==> src/rtl/seg_scan_pkg.sv <==
// Shared types and helpers for the segment-scan capture block.
// Holds the FSM state encoding and the one-hot select check.
package seg_scan_pkg;

    typedef enum logic [1:0] {
        ST_IDLE    = 2'd0,
        ST_CAPTURE = 2'd1,
        ST_DONE    = 2'd2,
        ST_TMO     = 2'd3
    } state_t;

    // Select buses are zero-extended to 16 bits before the check, so up to 16 digits are supported
    function automatic logic is_onehot(input logic [15:0] v);
        return (v != 16'd0) && ((v & (v - 16'd1)) == 16'd0);
    endfunction

endpackage

==> src/rtl/seg_scan_slot.sv <==
// One digit slot: capture flag plus pattern register. A write lands in the slot one cycle after wr; there is no backpressure.
// With SEG_SCAN_STABLE_EN, a pattern is taken only after two consecutive equal selects.
module seg_scan_slot #(
    parameter int SEG_W = 8
) (
    input  logic             I_sys_clk,
    input  logic             I_rst_n,
    input  logic             clr,
    input  logic             wr,
    input  logic [SEG_W-1:0] seg,
    output logic             take,
    output logic             captured,
    output logic [SEG_W-1:0] pattern
);

`ifdef SEG_SCAN_STABLE_EN
    logic [SEG_W-1:0] cand;
    logic             cand_vld;

    assign take = wr && !captured && cand_vld && (cand == seg);

    // A mismatching select replaces the candidate and restarts the match
    always_ff @(posedge I_sys_clk or negedge I_rst_n) begin
        if (!I_rst_n) begin
            cand     <= '0;
            cand_vld <= 1'b0;
        end else if (clr) begin
            cand     <= '0;
            cand_vld <= 1'b0;
        end else if (wr && !captured && !take) begin
            cand     <= seg;
            cand_vld <= 1'b1;
        end
    end
`else
    assign take = wr && !captured;
`endif

    always_ff @(posedge I_sys_clk or negedge I_rst_n) begin
        if (!I_rst_n) begin
            captured <= 1'b0;
            pattern  <= '0;
        end else if (clr) begin
            captured <= 1'b0;
            pattern  <= '0;
        end else if (take) begin
            captured <= 1'b1;
            pattern  <= seg;
        end
    end

endmodule

==> src/rtl/seg_scan_capture.sv <==
// Captures scanned 7-seg digit patterns after a start edge. Start acts 2 cycles after I_start rises; there is no backpressure.
// The optional build macro SEG_SCAN_STABLE_EN requires two matching selects per digit.
module seg_scan_capture
    import seg_scan_pkg::*;
#(
    parameter int DIGITS = 4,
    parameter int SEG_W  = 8,
    parameter int DATA_W = 16,
    parameter int TO_W   = 24
) (
    input  logic                    I_sys_clk,
    input  logic                    I_rst_n,
    input  logic                    I_start,
    input  logic                    I_test_en,
    input  logic [DIGITS-1:0]       I_test_sel,
    input  logic [SEG_W-1:0]        I_test_seg,
    input  logic [DATA_W-1:0]       I_test_disp_data,
    input  logic [TO_W-1:0]         I_timeout,
    output logic [DIGITS*SEG_W-1:0] O_seg_data,
    output logic [DATA_W-1:0]       O_disp_data,
    output logic [DIGITS-1:0]       O_cap_mask,
    output logic                    O_busy,
    output logic                    O_done,
    output logic                    O_timeout,
    output logic                    O_sel_err
);

    state_t            state;
    logic [1:0]        start_sh;
    logic [TO_W-1:0]   cnt;
    logic [DATA_W-1:0] disp;
    logic              sel_err;
    logic              start_pulse;
    logic              clr;
    logic              cap_en;
    logic              sel_one;
    logic              sel_multi;
    logic              mask_full;
    logic              mask_next_full;
    logic              to_hit;
    logic [DIGITS-1:0] take;
    logic [15:0]       sel_ext;

    assign sel_ext        = 16'(I_test_sel);
    assign sel_one        = is_onehot(sel_ext);
    assign sel_multi      = (I_test_sel != '0) && !sel_one;
    assign start_pulse    = (start_sh == 2'b01);
    assign clr            = !I_test_en || start_pulse;
    assign cap_en         = I_test_en && !start_pulse && (state == ST_CAPTURE);
    assign mask_full      = &O_cap_mask;
    assign mask_next_full = &(O_cap_mask | take);
    assign to_hit         = (I_timeout != '0) && (cnt == I_timeout - TO_W'(1));

    for (genvar k = 0; k < DIGITS; k++) begin : g_slot
        seg_scan_slot #(.SEG_W(SEG_W)) u_slot (
            .I_sys_clk (I_sys_clk),
            .I_rst_n   (I_rst_n),
            .clr       (clr),
            .wr        (cap_en && sel_one && I_test_sel[k]),
            .seg       (I_test_seg),
            .take      (take[k]),
            .captured  (O_cap_mask[k]),
            .pattern   (O_seg_data[k*SEG_W +: SEG_W])
        );
    end

    always_ff @(posedge I_sys_clk or negedge I_rst_n) begin
        if (!I_rst_n) begin
            start_sh <= 2'b00;
        end else begin
            start_sh <= {start_sh[0], I_start};
        end
    end

    // Priority: enable low, then restart, then completion, then timeout
    always_ff @(posedge I_sys_clk or negedge I_rst_n) begin
        if (!I_rst_n) begin
            state   <= ST_IDLE;
            cnt     <= '0;
            disp    <= '0;
            sel_err <= 1'b0;
        end else if (!I_test_en) begin
            state   <= ST_IDLE;
            cnt     <= '0;
            disp    <= '0;
            sel_err <= 1'b0;
        end else if (start_pulse) begin
            state   <= ST_CAPTURE;
            cnt     <= '0;
            disp    <= '0;
            sel_err <= 1'b0;
        end else if (state == ST_CAPTURE) begin
            if (sel_multi) begin
                sel_err <= 1'b1;
            end
            if (take[0]) begin
                disp <= I_test_disp_data;
            end
            // A digit set completing on the timeout cycle still finishes as done
            if (mask_full) begin
                state <= ST_DONE;
            end else if (to_hit && !mask_next_full) begin
                state <= ST_TMO;
            end else if (cnt != {TO_W{1'b1}}) begin
                cnt <= cnt + TO_W'(1);
            end
        end
    end

    assign O_disp_data = disp;
    assign O_sel_err   = sel_err;
    assign O_busy      = (state == ST_CAPTURE);
    assign O_done      = (state == ST_DONE);
    assign O_timeout   = (state == ST_TMO);

endmodule

==> config.mk <==
export PLATFORM = sky130hd
export DESIGN_NAME = seg_scan_capture
export DESIGN_NICKNAME = d
export VERILOG_FILES = /design/src/rtl/seg_scan_pkg.sv /design/src/rtl/seg_scan_slot.sv /design/src/rtl/seg_scan_capture.sv
export SDC_FILE = /design/constraint.sdc
export NUM_CORES = 1
export LEC_CHECK = 0
export CAP_MARGIN = 20
export CORE_UTILIZATION = 45
export CTS_CLUSTER_DIAMETER = 200
export CTS_CLUSTER_SIZE = 24
export DETAILED_ROUTE_END_ITERATION = 6
export PLACE_DENSITY = 0.73
export SKIP_LAST_GASP = 1
export SLEW_MARGIN = 5
export SYNTH_ARGS = -nofsm -noshare
export SYNTH_HDL_FRONTEND = slang
export SYNTH_SLANG_ARGS = --single-unit
==> constraint.sdc <==
create_clock -name I_sys_clk -period 5.62 [get_ports I_sys_clk]
set_clock_uncertainty 0.05 [all_clocks]
set_input_delay 1.686 -clock I_sys_clk [delete_from_list [all_inputs] [get_ports I_sys_clk]]
set_output_delay 1.686 -clock I_sys_clk [all_outputs]
set_load 0.01 [all_outputs]
==> results.sh, run 1 <==
export IMPL_clk_insertion_delay_late_ns=0.35
export IMPL_yosys_top_cells_area="dfrtp_1 43%, mux2i_1 7.6%, nand2_1 4.3%, nor2_1 4.3%, xnor2_1 4.1%"
export IMPL_cp_top_family="simple AND/OR/NAND/NOR gates"
export IMPL_rr_startpoint="cnt[7]$_DFFE_PN0P_"
export IMPL_avgSynthCellArea_sq_um=9.35
export IMPL_grt_overflow_total=0
export IMPL_path_class="in2reg"
export IMPL_grt_antenna_before_repair=0
export IMPL_yosysTopAreaCellShare=0.426
export IMPL_synthCells=509
export IMPL_start_util=0.463
export IMPL_nNetsFinal=664
export IMPL_clk_pin_slew_ns=0.08
export IMPL_period_share=0.855
export IMPL_grt_use_total=0.233
export IMPL_dieArea_sq_um=11000
export IMPL_vias=4177
export IMPL_path_common_cell="nor4_4"
export IMPL_slew_headroom=0.528
export IMPL_cts_resized=0
export IMPL_holdCritPathClass="reg2reg"
export IMPL_viasPerCell=5.61
export IMPL_r2r_worst_path_cells=9
export IMPL_status="finished clean"
export IMPL_r2r_end="cnt[11]$_DFFE_PN0P_"
export IMPL_drive_gt1_frac=0.0805
export IMPL_cp_depth=10
export IMPL_max_freq_mhz=208
export IMPL_cp_start_kind="input port"
export IMPL_dp_hpwl_mm=8.71
export IMPL_cts_root_buf="clkbuf_8"
export IMPL_setup_tns_ns=0
export IMPL_synth_edff_count=0
export IMPL_finalHoldViolCount=0
export IMPL_fin_crit_ns=4.80
export IMPL_synthArstFlopShare=1.00
export IMPL_fillCellCount=917
export IMPL_max_stage_delay_ns=0.59
export IMPL_fp_coreArea_sq_um=10300
export IMPL_synth_seq_area_share=0.426
export IMPL_synthesis_area_sq_um=4760
export IMPL_rows=37
export IMPL_yosys_area_top_type="dfrtp_1"
export IMPL_final_cell_mix="110 x clkdlybuf4s50_1, 81 x dfrtp_1, 54 x nor2_1, 53 x nand2_1, 36 x mux2i_1"
export IMPL_finalSetupViolations=0
export IMPL_cp_buffers_inverters=2
export IMPL_worstMarginPinSlew_ns=0.705
export IMPL_crit_path_start="I_timeout[4]"
export IMPL_cpMaxStageDelayCell="clkdlybuf4s50_1"
export IMPL_ys_flop_type="dfrtp_1"
export IMPL_clock_path_buffers=2
export IMPL_drt_iter0_markers=204
export IMPL_yosysWarnings=0
export IMPL_place_congestion=0.863
export IMPL_design_area_sq_um=6170
export IMPL_diodes=0
export IMPL_rsz0062_at_grt="false"
export IMPL_ios=112
export IMPL_hold_ws_ns=0.327
export IMPL_hold_buffers=0
export IMPL_path_cells="clkdlybuf4s50_1, nor4_4, nand3_1, nor3b_1, mux2_2, or4_4, nor4_4, buf_4, o311ai_0, o41ai_1"
export IMPL_grt_pass1_wl_mm=20.4
export IMPL_seqCellArea_sq_um=2030
export IMPL_die_y_um=105
export IMPL_vdd_drop_max_uv=221
export IMPL_htree_num_levels=3
export IMPL_synth_nets=568
export IMPL_ant_nets=0
export IMPL_grt_pass1_vias=4208
export IMPL_cts_sinks=81
export IMPL_arrival_ns=4.98
export IMPL_post_cts_setup_buffers=0
export IMPL_critPathCaptureType="flop"
export IMPL_power_leakage_nw=2.35
export IMPL_synthToLayoutAreaGrowth_pct=29.7
export IMPL_io_buffers=111
export IMPL_cts_tree="built"
export IMPL_multiInputGateArea_sq_um=2530
export IMPL_placed_area_sq_um=5910
export IMPL_power_density_nw_per_um2=199
export IMPL_cts_made_buffers=9
export IMPL_worstPathRequired_ns=5.80
export IMPL_remaining_drc_errors=0
export IMPL_grt_max_degree=82
export IMPL_wire_per_inst_um=16.7
export IMPL_first_pass_iters=6
export IMPL_maxCapViolCount=0
export IMPL_mostFrequentLayoutCell="clkdlybuf4s50_1"
export IMPL_drv_slew=0
export IMPL_die_x_um=105
export IMPL_endpoint="cnt[11]$_DFFE_PN0P_"
export IMPL_worstPathMaxFanout=47
export IMPL_synth_seq_cells=81
export IMPL_reg2reg_slack_ns=2.51
export IMPL_yosysUniqueCellTypes=52
export IMPL_drt_wl_total_mm=12.4
## cell usage after synthesis (all sizes together), types with 2 or more instances
master and count:
xnor2 22, nand2 54, and2 2, and4 3
clkbuf 21, inv 5, a41oi 4, o41ai 2
o21ai 32, o211ai 6, nor4 13, buf 13
xor2 15, nand3 17, nand2b 7, nor4b 5
dfrtp 81, or3 15, o31ai 6, nand4 14
a21oi 26, ha 3, and3 9, nor2 54
nor3b 6, o311ai 4, or4 12, mux2i 36
nor3 11
## worst min-delay path by stage
stage                                      from                     to  slack, ns  depth (start not counted)
after global placement    start_sh[0]$_DFF_PN0_  start_sh[1]$_DFF_PN0_       0.31                          0
after CTS                 start_sh[0]$_DFF_PN0_  start_sh[1]$_DFF_PN0_       0.33                          0
after detailed placement  start_sh[0]$_DFF_PN0_  start_sh[1]$_DFF_PN0_       0.32                          0
after floorplan           start_sh[0]$_DFF_PN0_  start_sh[1]$_DFF_PN0_       0.30                          0
final                     start_sh[0]$_DFF_PN0_  start_sh[1]$_DFF_PN0_       0.33                          0
after global routing      start_sh[0]$_DFF_PN0_  start_sh[1]$_DFF_PN0_       0.34                          0
## per-stage QoR
| step | instances | power [W] | util | worst slack (ns) |
|---|---|---|---|---|
| after floorplan | 509 | 0.000665 | - | 1.40 |
| after global placement | 729 | 0.000746 | 0.575 | 0.571 |
| after detailed placement | 729 | 0.000749 | 0.575 | 0.435 |
| after CTS | 744 | 0.00123 | 0.598 | 0.801 |
| after global routing | 745 | 0.00127 | 0.600 | 0.594 |
| final | 745 | 0.00123 | 0.600 | 0.815 |
## cell type report
class	count	area share
Clock buffer	13	0.0274
Clock inverter	2	0.00974
Inverter	5	0.00304
Multi-Input combinational cell	389	0.411
Sequential cell	81	0.329
Tap cell	136	0.0276
Timing Repair Buffer	119	0.193
## sequential cells by signal, summed over array words and instances, names as in the netlist
signal	flops
O_sel_err	1
start_sh	2
g_slot.u_slot.pattern	32
g_slot.u_slot.captured	4
O_disp_data	16
cnt	24
state	2
## report_power, final
| group | switching, W | internal (W) | total [W] |
|---|---|---|---|
| combinational | 0.0000810 | 0.0000675 | 0.000148 |
| sequential | 0.00000449 | 0.000587 | 0.000592 |
| clock | 0.000202 | 0.000285 | 0.000486 |
| total | 0.000287 | 0.000939 | 0.00123 |
## cell families after synthesis
kind of cell,after synthesis,share of synthesized area
flip-flops,81,0.426
multiplexers,37,0.0781
AO/OA/AOI/OAI,84,0.113
buffers and inverters,39,0.0426
adder cells (fa/ha/maj),4,0.0100
XOR/XNOR,37,0.0681
AND/OR/NAND/NOR,227,0.262
## per-layer routing
| layer | vias to the layer above | share of wire | GRT usage |
|---|---|---|---|
| met5 | - | 0 | 0 |
| met1 | 2000 | 0.43 | 0.289 |
| met3 | 23 | 0.085 | 0.0817 |
| met4 | 0 | 0.024 | 0.0775 |
| met2 | 140 | 0.46 | 0.377 |
| li1 | 2014 | - | - |
No activity file was read; power rests on OpenSTA's default activity.
==> inputs of run 2 (changes only) <==
- PLACE_DENSITY: 0.73 -> 0.76
- SETUP_SLACK_MARGIN: not set -> 0.2
- TNS_END_PERCENT: not set -> 100
- clock period: 5.62 -> 4.1 ns (I/O delays scaled with it)
==> results.sh, run 2 (synthesis results as in run 1) <==
export IMPL_status="finished clean"
export IMPL_slew_headroom=0.454
export IMPL_die_x_um=105
export IMPL_power_frac_comb=0.143
export IMPL_clk_insertion_delay_late_ns=0.36
export IMPL_ios=112
export IMPL_cp_start_kind="input port"
export IMPL_arrival_ns=3.98
export IMPL_vias=4433
export IMPL_drt_wl_total_mm=13.2
export IMPL_power_leakage_nw=2.71
export IMPL_cts_tree="built"
export IMPL_hold_ws_ns=0.338
export IMPL_critPathCaptureType="flop"
export IMPL_path_class="in2reg"
export IMPL_maxCapViolCount=0
export IMPL_mostFrequentLayoutCell="clkdlybuf4s50_1"
export IMPL_fin_crit_ns=3.75
export IMPL_worstPathRequired_ns=4.33
export IMPL_viasPerCell=5.53
export IMPL_fillCellCount=836
export IMPL_largest_reg_flops=32
export IMPL_cts_sinks=81
export IMPL_cts_root_buf="clkbuf_8"
export IMPL_grt_overflow_total=0
export IMPL_switching_power_w=0.000403
export IMPL_rsz0062_at_grt="false"
export IMPL_dp_hpwl_mm=9.31
export IMPL_dieArea_sq_um=11000
export IMPL_finalHoldViolCount=0
export IMPL_synthToLayoutAreaGrowth_pct=40.2
export IMPL_grt_pass1_vias=4569
export IMPL_clk_pin_slew_ns=0.08
export IMPL_cts_made_buffers=9
export IMPL_worstPathMaxFanout=24
export IMPL_io_buffers=111
export IMPL_power_frac_seq=0.498
export IMPL_hold_buffers=0
export IMPL_drv_slew=0
export IMPL_remaining_drc_errors=0
export IMPL_ant_nets=0
export IMPL_power_density_nw_per_um2=244
export IMPL_diodes=0
export IMPL_die_y_um=105
export IMPL_drive_gt1_frac=0.176
export IMPL_clock_path_buffers=2
export IMPL_p_clk_frac=0.359
export IMPL_holdCritPathClass="reg2reg"
export IMPL_drt_iter0_markers=274
export IMPL_max_freq_mhz=267
export IMPL_placed_cells_incl_taps=778
export IMPL_rows=37
export IMPL_p_int_w=0.00123
export IMPL_place_congestion=0.877
export IMPL_grt_antenna_before_repair=0
export IMPL_period_share=0.915
export IMPL_swShare=0.247
export IMPL_layout_cells_non_filler=802
export IMPL_largest_register="g_slot.u_slot.pattern"
export IMPL_grt_use_total=0.251
export IMPL_grt_pass1_wl_mm=22.1
export IMPL_worstMarginPinSlew_ns=0.816
export IMPL_htree_num_levels=3
export IMPL_wire_per_inst_um=16.4
export IMPL_vdd_drop_max_uv=226
export IMPL_start_util=0.463
export IMPL_final_cell_mix="92 x clkdlybuf4s50_1, 81 x dfrtp_1, 61 x buf_4, 54 x nor2_1, 53 x nand2_1"
export IMPL_fp_coreArea_sq_um=10300
export IMPL_grt_max_degree=82
export IMPL_finalSetupViolations=0
export IMPL_nNetsFinal=721
export IMPL_first_pass_iters=5
## run 2: cell count changes in the layout (fill, tap and decap cells not counted), sizes merged
cell,delta
dlymetal6s2s,+7
dlygate4sd2,+11
bufinv,-1
clkdlybuf4s50,-18
clkinv,+2
buf,+56
## run 2: power by group through the flow
stage	Clock, W	Sequential (W)	Combinational [W]
final	0.000585	0.000811	0.000233
after global routing	0.000631	0.000812	0.000255
after CTS	0.000602	0.000811	0.000230
after detailed placement	0	0.000826	0.000229
after global placement	0	0.000826	0.000225
after floorplan	0	0.000827	0.0000842
## run 2: cell type report
cell class	count	area, sq um	share of cell area
Clock buffer	12	155	0.0233
Clock inverter	3	40.0	0.00600
Inverter	5	18.8	0.00281
Multi-Input combinational cell	389	2600	0.390
Sequential cell	81	2030	0.304
Tap cell	136	170	0.0255
Timing Repair Buffer	176	1660	0.249
## run 2: per-layer routing
| metal | global-route usage | up-vias | wire length (um) |
|---|---|---|---|
| met2 | 0.416 | 157 | 6280 |
| li1 | - | 2129 | - |
| met1 | 0.313 | 2128 | 5750 |
| met4 | 0.0946 | 0 | 213 |
| met5 | 0 | - | 0 |
| met3 | 0.0686 | 19 | 930 |
## run 2: what timing repair did
item                       CTS  global route
cloned                       1             1
setup buffers                4             2
setup endpoints to repair   22            25
resized for setup           17            13
pin swaps                    4             6
## run 2: through the flow
step           area (sq um)   util  worst slack, ns  setup TNS, ns  total power (W)
2_1_floorplan          4760      -            0.334              0         0.000911
5_1_grt                6670  0.649            0.211              0          0.00170
6_report               6670  0.649            0.348              0          0.00163
4_1_cts                6580  0.641            0.184              0          0.00164
3_3_place_gp           6300  0.613           -0.124          -2.52          0.00105
3_5_place_dp           6300  0.613           -0.249          -4.32          0.00106
## run 2: path summary, 6_finish.rpt
| path | from | end | slack, ns | cells after the start |
|---|---|---|---|---|
| worst max-delay path | I_timeout[1] | cnt[3]$_DFFE_PN0P_ | 0.35 | 12 |
| worst min-delay path | start_sh[0]$_DFF_PN0_ | start_sh[1]$_DFF_PN0_ | 0.34 | 0 |
| worst max register to register | state[1]$_DFFE_PN0P_ | cnt[3]$_DFFE_PN0P_ | 1.07 | 13 |
| worst min register to register | start_sh[0]$_DFF_PN0_ | start_sh[1]$_DFF_PN0_ | 0.34 | 0 |
| max in group asynchronous | I_rst_n | cnt[10]$_DFFE_PN0P_ | 2.63 | 2 |
| min in group asynchronous | I_rst_n | g_slot[2].u_slot.pattern[6]$_DFFE_PN0P_ | 0.77 | 1 |
## run 2: critical path: stages
cell and delay [ns]:
dlygate4sd2_1 0.27, or4_4 0.54, buf_4 0.16, nor3_1 0.24
o311ai_0 0.21, and3_1 0.19, nand4_1 0.11, nor4_4 0.07
buf_4 0.14, buf_12 0.14, or4_1 0.49, a21oi_1 0.17
